**src/rtl/calc_pkg.sv**
```systemverilog
// Shared decode constants and types for the SIMPLE-style ALU.
// Imported by the ALU top and its barrel shifter.
package calc_pkg;

    localparam logic [1:0] OP1_ALU = 2'b11;

    localparam logic [3:0] OP_ADD = 4'b0000;
    localparam logic [3:0] OP_SUB = 4'b0001;
    localparam logic [3:0] OP_AND = 4'b0010;
    localparam logic [3:0] OP_OR  = 4'b0011;
    localparam logic [3:0] OP_XOR = 4'b0100;
    localparam logic [3:0] OP_CMP = 4'b0101;
    localparam logic [3:0] OP_MOV = 4'b0110;
    localparam logic [3:0] OP_SLL = 4'b1000;
    localparam logic [3:0] OP_SLR = 4'b1001;
    localparam logic [3:0] OP_SRL = 4'b1010;
    localparam logic [3:0] OP_SRA = 4'b1011;
    localparam logic [3:0] OP_IN  = 4'b1100;
    localparam logic [3:0] OP_OUT = 4'b1101;
    localparam logic [3:0] OP_HLT = 4'b1111;

    localparam int FLAG_S = 3;
    localparam int FLAG_Z = 2;
    localparam int FLAG_C = 1;
    localparam int FLAG_V = 0;

    // Encoding matches op3[1:0] of the shift opcodes, so decode is a direct cast.
    typedef enum logic [1:0] {
        SH_SLL = 2'b00,
        SH_SLR = 2'b01,
        SH_SRL = 2'b10,
        SH_SRA = 2'b11
    } shift_t;

endpackage

```
**src/rtl/calc_shifter.sv**
```systemverilog
// Combinational barrel shifter/rotator returning the last bit shifted out.
// Shifts run on a double-width vector so the carry falls out of the extension half.
module calc_shifter
    import calc_pkg::*;
#(
    parameter int WIDTH = 16
) (
    input  logic [WIDTH-1:0] value,
    input  logic [3:0]       amount,
    input  shift_t           kind,
    output logic [WIDTH-1:0] shifted,
    output logic             carry
);

    logic [2*WIDTH-1:0] sll_ext;
    logic [2*WIDTH-1:0] srl_ext;
    logic [2*WIDTH-1:0] sra_ext;
    logic [2*WIDTH-1:0] rot_ext;

    // With amount = 0 the extension bit that supplies the carry is always zero.
    assign sll_ext = {{WIDTH{1'b0}}, value} << amount;
    assign srl_ext = {value, {WIDTH{1'b0}}} >> amount;
    assign sra_ext = $signed({value, {WIDTH{1'b0}}}) >>> amount;
    assign rot_ext = {value, value} << amount;

    always_comb begin
        shifted = '0;
        carry   = 1'b0;
        case (kind)
            SH_SLL: begin
                shifted = sll_ext[WIDTH-1:0];
                carry   = sll_ext[WIDTH];
            end
            SH_SLR: begin
                shifted = rot_ext[2*WIDTH-1:WIDTH];
                carry   = (amount != 4'd0) && rot_ext[WIDTH];
            end
            SH_SRL: begin
                shifted = srl_ext[2*WIDTH-1:WIDTH];
                carry   = srl_ext[WIDTH-1];
            end
            SH_SRA: begin
                shifted = sra_ext[2*WIDTH-1:WIDTH];
                carry   = sra_ext[WIDTH-1];
            end
            default: begin
                shifted = '0;
                carry   = 1'b0;
            end
        endcase
    end

endmodule

```
**src/rtl/calc.sv**
```systemverilog
// SIMPLE-style ALU: decodes op3 of an op1=11 instruction, registers result and {S,Z,C,V}.
// Operand b is Rd, a is Rs; one clock of latency, async active-high reset.
module calc
    import calc_pkg::*;
#(
    parameter int WIDTH = 16
) (
    input  logic             clk,
    input  logic             rst,
    input  logic [15:0]      instr,
    input  logic [WIDTH-1:0] a,
    input  logic [WIDTH-1:0] b,
    output logic [WIDTH-1:0] result,
    output logic [3:0]       code
);

    logic [1:0]       op1;
    logic [3:0]       op3;
    logic [3:0]       amount;
    logic [5:0]       unused_regs;
    logic [WIDTH:0]   sum;
    logic [WIDTH:0]   diff;
    logic [WIDTH-1:0] sh_value;
    logic             sh_carry;
    logic [WIDTH-1:0] res_next;
    logic [WIDTH-1:0] flag_src;
    logic             c_next;
    logic             v_next;
    logic             valid;
    logic [3:0]       code_next;

    assign op1         = instr[15:14];
    assign op3         = instr[7:4];
    assign amount      = instr[3:0];
    assign unused_regs = instr[13:8];

    // diff[WIDTH] is the borrow: the widened subtraction wraps iff b < a.
    assign sum  = {1'b0, b} + {1'b0, a};
    assign diff = {1'b0, b} - {1'b0, a};

    calc_shifter #(.WIDTH(WIDTH)) u_shifter (
        .value   (b),
        .amount  (amount),
        .kind    (shift_t'(op3[1:0])),
        .shifted (sh_value),
        .carry   (sh_carry)
    );

    always_comb begin
        res_next = '0;
        flag_src = '0;
        c_next   = 1'b0;
        v_next   = 1'b0;
        valid    = 1'b0;
        if (op1 == OP1_ALU) begin
            valid = 1'b1;
            case (op3)
                OP_ADD: begin
                    res_next = sum[WIDTH-1:0];
                    c_next   = sum[WIDTH];
                    v_next   = (a[WIDTH-1] == b[WIDTH-1]) && (sum[WIDTH-1] != a[WIDTH-1]);
                end
                OP_SUB, OP_CMP: begin
                    res_next = (op3 == OP_CMP) ? b : diff[WIDTH-1:0];
                    c_next   = diff[WIDTH];
                    v_next   = (a[WIDTH-1] != b[WIDTH-1]) && (diff[WIDTH-1] != b[WIDTH-1]);
                end
                OP_AND: res_next = b & a;
                OP_OR:  res_next = b | a;
                OP_XOR: res_next = b ^ a;
                OP_MOV: res_next = a;
                OP_SLL, OP_SLR, OP_SRL, OP_SRA: begin
                    res_next = sh_value;
                    c_next   = sh_carry;
                end
                default: valid = 1'b0;
            endcase
        end
        // CMP keeps b as the result but reports S/Z of the difference.
        flag_src = (op3 == OP_CMP) ? diff[WIDTH-1:0] : res_next;
    end

    always_comb begin
        code_next = 4'b0000;
        if (valid) begin
            code_next[FLAG_S] = flag_src[WIDTH-1];
            code_next[FLAG_Z] = (flag_src == '0);
            code_next[FLAG_C] = c_next;
            code_next[FLAG_V] = v_next;
        end
    end

    always_ff @(posedge clk or posedge rst) begin
        if (rst) begin
            result <= '0;
            code   <= 4'b0000;
        end else begin
            result <= res_next;
            code   <= code_next;
        end
    end

endmodule

```
**config.mk**
```make
export PLATFORM = sky130hd
export DESIGN_NAME = calc
export DESIGN_NICKNAME = d
export VERILOG_FILES = /design/src/rtl/calc_pkg.sv /design/src/rtl/calc_shifter.sv /design/src/rtl/calc.sv
export SDC_FILE = /design/constraint.sdc
export NUM_CORES = 1
export LEC_CHECK = 0
export BUFFER_PORTS_ARGS = -buffer_cell sky130_fd_sc_hd__buf_4
export CORE_UTILIZATION = 61
export DETAILED_ROUTE_END_ITERATION = 7
export PLACE_DENSITY = 0.9
export REMOVE_ABC_BUFFERS = 1
export SKIP_LAST_GASP = 1
export SYNTH_ARGS = -nofsm -noshare
export SYNTH_HDL_FRONTEND = slang
export SYNTH_SLANG_ARGS = --single-unit
```
**constraint.sdc**
```tcl
create_clock -name clk -period 1.2 [get_ports clk]
set_input_delay 0.12 -clock clk [delete_from_list [all_inputs] [get_ports clk]]
set_output_delay 0.12 -clock clk [all_outputs]
set_load 0.005 [all_outputs]
```
==> qor.csv, run 1 <==
stage;metric;value;unit
clock_network;cts_setup_buffers;48;
floorplan;fp.dieW;100;microns
floorplan;rows;35;
synthesis;synth-seq-area-share;8.47;%
synthesis;synth_ff_type;dfrtp_1;
run_status;lastStage;4_1_cts;
synthesis;yosys_warnings;0;
clock_network;hold_buffers;1;
synthesis;synthArstFlopShare;100;%
clock_network;cts_resized;178;
synthesis;synth-seq-cells;20;
clock_network;cts_buffers;3;
synthesis;yosysUniqueCellTypes;81;
clock_network;cts.sinks;20;
synthesis;synthesis.area;5910;sq um
place;io_buffers;63;
floorplan;io_pins;70;
synthesis;avgSynthCellArea;7.58;sq um
clock_network;clockBufferDepth;2;
clock_network;clock-root-buffer;clkbuf_8;
run_status;status;aborted with a tool error;
clock_network;cts.htree.levels;1;
place;hpwl;26.0;mm
floorplan;dieHeight;100;microns
synthesis;syn_inst;779;
place;gp_congestion;1.23;
floorplan;initial_utilization;63.3;%
synthesis;synth_edf_count;0;
run_status;stop_error;[ERROR DPL-0038] Utilization greater than 100%, impossible to legalize;
==> stage by stage <==
step           utilization [%]  area, sq um  setup slack (ns)  hold slack [ns]  std cells
2_1_floorplan                -         5590             -1.84           0.0838        706
3_3_place_gp              94.0         8770             -2.06            0.156       1231
3_5_place_dp              94.0         8770             -2.43            0.171       1231
==> Yosys cell counts, drive strengths merged (5+ instances only) <==
| cell | n | share of area [%] |
|---|---|---|
| o31ai | 10 | 1.3 |
| o22ai | 11 | 1.2 |
| a22oi | 13 | 1.7 |
| nand2b | 14 | 1.5 |
| nor4 | 12 | 1.3 |
| a21oi | 52 | 4.5 |
| or3 | 8 | 0.85 |
| clkbuf | 46 | 2.9 |
| mux4 | 28 | 11 |
| nor3 | 26 | 2.2 |
| o21bai | 7 | 0.95 |
| or4 | 5 | 0.64 |
| ha | 48 | 10 |
| inv | 56 | 3.6 |
| o21ai | 37 | 3.1 |
| a211o | 5 | 0.74 |
| xnor2 | 15 | 2.2 |
| o211ai | 17 | 2.2 |
| nor2 | 72 | 4.6 |
| mux2 | 11 | 2.2 |
| nand2 | 42 | 2.7 |
| dfrtp | 20 | 8.5 |
| nand3 | 15 | 1.3 |
| buf | 27 | 2.4 |
| nor2b | 13 | 1.4 |
| mux2i | 33 | 5.6 |
| a221oi | 13 | 1.9 |
| a31oi | 11 | 1.2 |
| a211oi | 12 | 1.5 |
==> cells by family after synthesis <==
family	after synthesis	share of synthesized area (%)
compound gates	250	29.8
simple gates	238	20.5
buf+inv	130	8.96
mux	72	18.6
fa+ha+maj	50	10.8
flops	20	8.47
xor+xnor	19	2.82
==> inputs of run 2 (changes only) <==
- CORE_UTILIZATION: 61 -> 40
- PLACE_DENSITY: 0.9 -> not set
- PLACE_DENSITY_LB_ADDON: not set -> 0.15
==> qor.csv, run 2 <==
stage;metric;value;unit;change
grt;grt_pass1_wl;45.6;mm;
setup_path;cp_num_buf_inv;3;;
clock_network;clockBufferDepth;2;;unchanged
timing;hold_viol;0;;
grt;antenna_found_initial;0;;
layout;mostFrequentLayoutCells;382 x buf_4, 63 x nor2_1, 41 x buf_6, 40 x inv_1, 39 x nand2_1;;
setup_path;path_class;in -> reg;;
timing;min_period;2.98;ns;
clock_network;cts_buffers;3;;unchanged
synthesis;synth_ff_type;dfrtp_1;;
route;firstDrtPassIters;6;;
power;powerDensity;581;nW/um^2;
setup_path;cp_max_fo;3;;
timing;finalSetupViolCount;20;;
setup_path;arrival;3.17;ns;
route;antenna_left;0;;
min_path;worstHoldPathType;in -> async;;
timing;rsz0062_at_grt;true;;
synthesis;syn_inst;779;;unchanged
setup_path;start_kind;input port;;
floorplan;dieArea;15300;sq um;
place;place_worst_setup_slack;-2.26;ns;+0.174 ns
place;hpwl;23.3;mm;-10%
grt;grt_overflow;0;;
synthesis;yosys.area.top_type_share;10.2;%;unchanged
synthesis;avgSynthCellArea;7.58;sq um;unchanged
layout;nFillCells;1079;;
synthesis;synth_edf_count;0;;unchanged
clock_network;cts.htree.levels;1;;unchanged
place;io_buffers;63;;unchanged
power;peakVddDrop;462;uV;
synthesis;synth_common_cells;72 x nor2_1, 56 x inv_1, 51 x a21oi_1, 48 x ha_1, 46 x clkbuf_1;;
floorplan;fp.dieW;124;microns;+23%
floorplan;dieHeight;124;microns;+23%
synthesis;synthArstFlopShare;100;%;unchanged
route;via_per_inst;6.28;;
setup_path;crit_slowest_cell;a2111o_1;;
layout;top_register;result;;
setup_path;endpoint_kind;flop;;
synthesis;yosys.area.top_type;ha_1;;
synthesis;yosysUniqueCellTypes;81;;unchanged
route;drc_errors;0;;
layout;antenna_cells;0;;
layout;layout_commonest_cell;buf_4;;
synthesis;yosys_warnings;0;;unchanged
flow_run;cap_violations;0;;
route;wl_per_cell;23.2;microns;
layout;largest_reg_flops;16;;
timing;worst_pin_slew;0.624;ns;
clock_network;cts_tree;done;;
timing;max_freq;336;MHz;
timing;slew_headroom;58.3;%;
layout;top_regs;result: 16 flops, code: 4 flops;;
timing;timing.hold.ws;0.450;ns;
synthesis;synthesis.area;5910;sq um;unchanged
layout;final_nets;1259;;
power;leakagePower;4.82;nW;
timing;maxSlewViolCount;0;;
route;num_vias;8424;;
synthesis;synth_area_leaders;ha_1 10%, mux4_2 9.9%, dfrtp_1 8.5%;;
synthesis;synth-seq-area-share;8.47;%;unchanged
place;gp_congestion;1.05;;-15%
setup_path;path_delay_family;compound AO/OA/AOI/OAI gates;;
clock_network;clock-root-buffer;clkbuf_16;;
floorplan;initial_utilization;40.8;%;-23 points
grt;grt_max_degree;23;;
layout;syn2layout_area_growth;82.5;%;
grt;grt_use_total;39.7;%;
floorplan;rows;44;;+26%
floorplan;io_pins;70;;unchanged
clock_network;clkTransAtPathRegs;0.05;ns;
setup_path;cp_cell_sequence;buf_12 > inv_8 > ha_4 > inv_2 > fa_2 > nand2b_4 > a2111o_1 > a21oi_2 > nor3_1 > a211oi_2 > o311ai_2 > or4_1 > or3_4 > nor4b_4 > o211a_1;;
layout;drive_above_1_share;56.0;%;
clock_network;cts.sinks;20;;unchanged
run_status;status;finished, violations left;;
run_status;violations;setup timing;;
grt;grt_pass1_vias;8034;;
route;totalWireLength;31.1;mm;
setup_path;worst_path_largest_cell_delay;0.48;ns;
route;drt-initial-drc-count;1008;;
synthesis;synth-seq-cells;20;;unchanged
synthesis;synth_most_common_cell;nor2_1;;
floorplan;core-area;14500;sq um;
setup_path;required;1.39;ns;
timing;postLayoutSetupSlackWorst;-1.78;ns;
timing;final.period_utilization;248;%;
==> run 2: per-stage QoR <==
step	TNS [ns]	power [W]	instance area (sq um)	utilization, %	cells
after detailed placement	-29.27	0.00451	8940	61.8	1293
after global placement	-29.06	0.00448	8940	61.8	1293
after CTS	-19.85	0.00583	10300	71.2	1328
final	-20.38	0.00627	10800	74.5	1341
after global routing	-21.68	0.00655	10800	74.5	1341
after floorplan	-17.45	0.00232	5590	-	706
==> run 2: worst min-delay path: stages <==
cell and delay [ns]:
dlygate4sd3_1 0.53, buf_4 0.13, inv_1 0.04, buf_4 0.26
==> run 2: worst paths after layout <==
check	from	endpoint	slack, ns	cells after the start
setup / recovery	b[0]	code[2]	-1.78	15
min in group clk	b[15]	code[0]	0.51	5
max in group asynchronous	rst	result[4]	0.55	4
hold / removal	rst	result[14]	0.45	4
==> run 2: metal layers <==
metal | vias to the layer above | wire [microns] | global-route usage [%]
met1 | 4066 | 12800 | 53.0
met3 | 85 | 2750 | 5.72
met2 | 553 | 14300 | 65.0
met5 | - | 0 | 0
li1 | 3720 | - | -
met4 | 0 | 1280 | 13.3
==> run 2: cell families after synthesis <==
logic type | synth area share, %
simple gates | 20.5
buf+inv | 8.96
flops | 8.47
mux | 18.6
xor+xnor | 2.82
fa+ha+maj | 10.8
compound gates | 29.8
==> run 2: final cells by class <==
class                   count  area (sq um)  area share, %
multi-input cells         629          5940           55.0
well taps                 184           230           2.13
repair buffers            448          3800           35.2
clock buffers               3          75.1          0.696
inverters                  57           246           2.29
flip-flops and latches     20           500           4.64
==> run 2: power breakdown <==
part / total [W] / leakage (nW) / internal, W / switching (W)
Combinational: 0.00489 / 4.51 / 0.00246 / 0.00243
Clock: 0.000668 / 0.0370 / 0.000439 / 0.000229
Sequential: 0.000710 / 0.275 / 0.000703 / 0.00000683
==> run 2: repair_timing <==
item | in CTS | in global routing
gates resized for setup | 226 | 75
hold endpoints to repair | 20 | 0
endpoints found under the setup margin | 20 | 20
setup buffers | 37 | 25
pin swaps | 72 | 61
hold buffers | 1 | 0
gates cloned | 1 | 1
No activity file was read; power rests on OpenSTA's default activity.
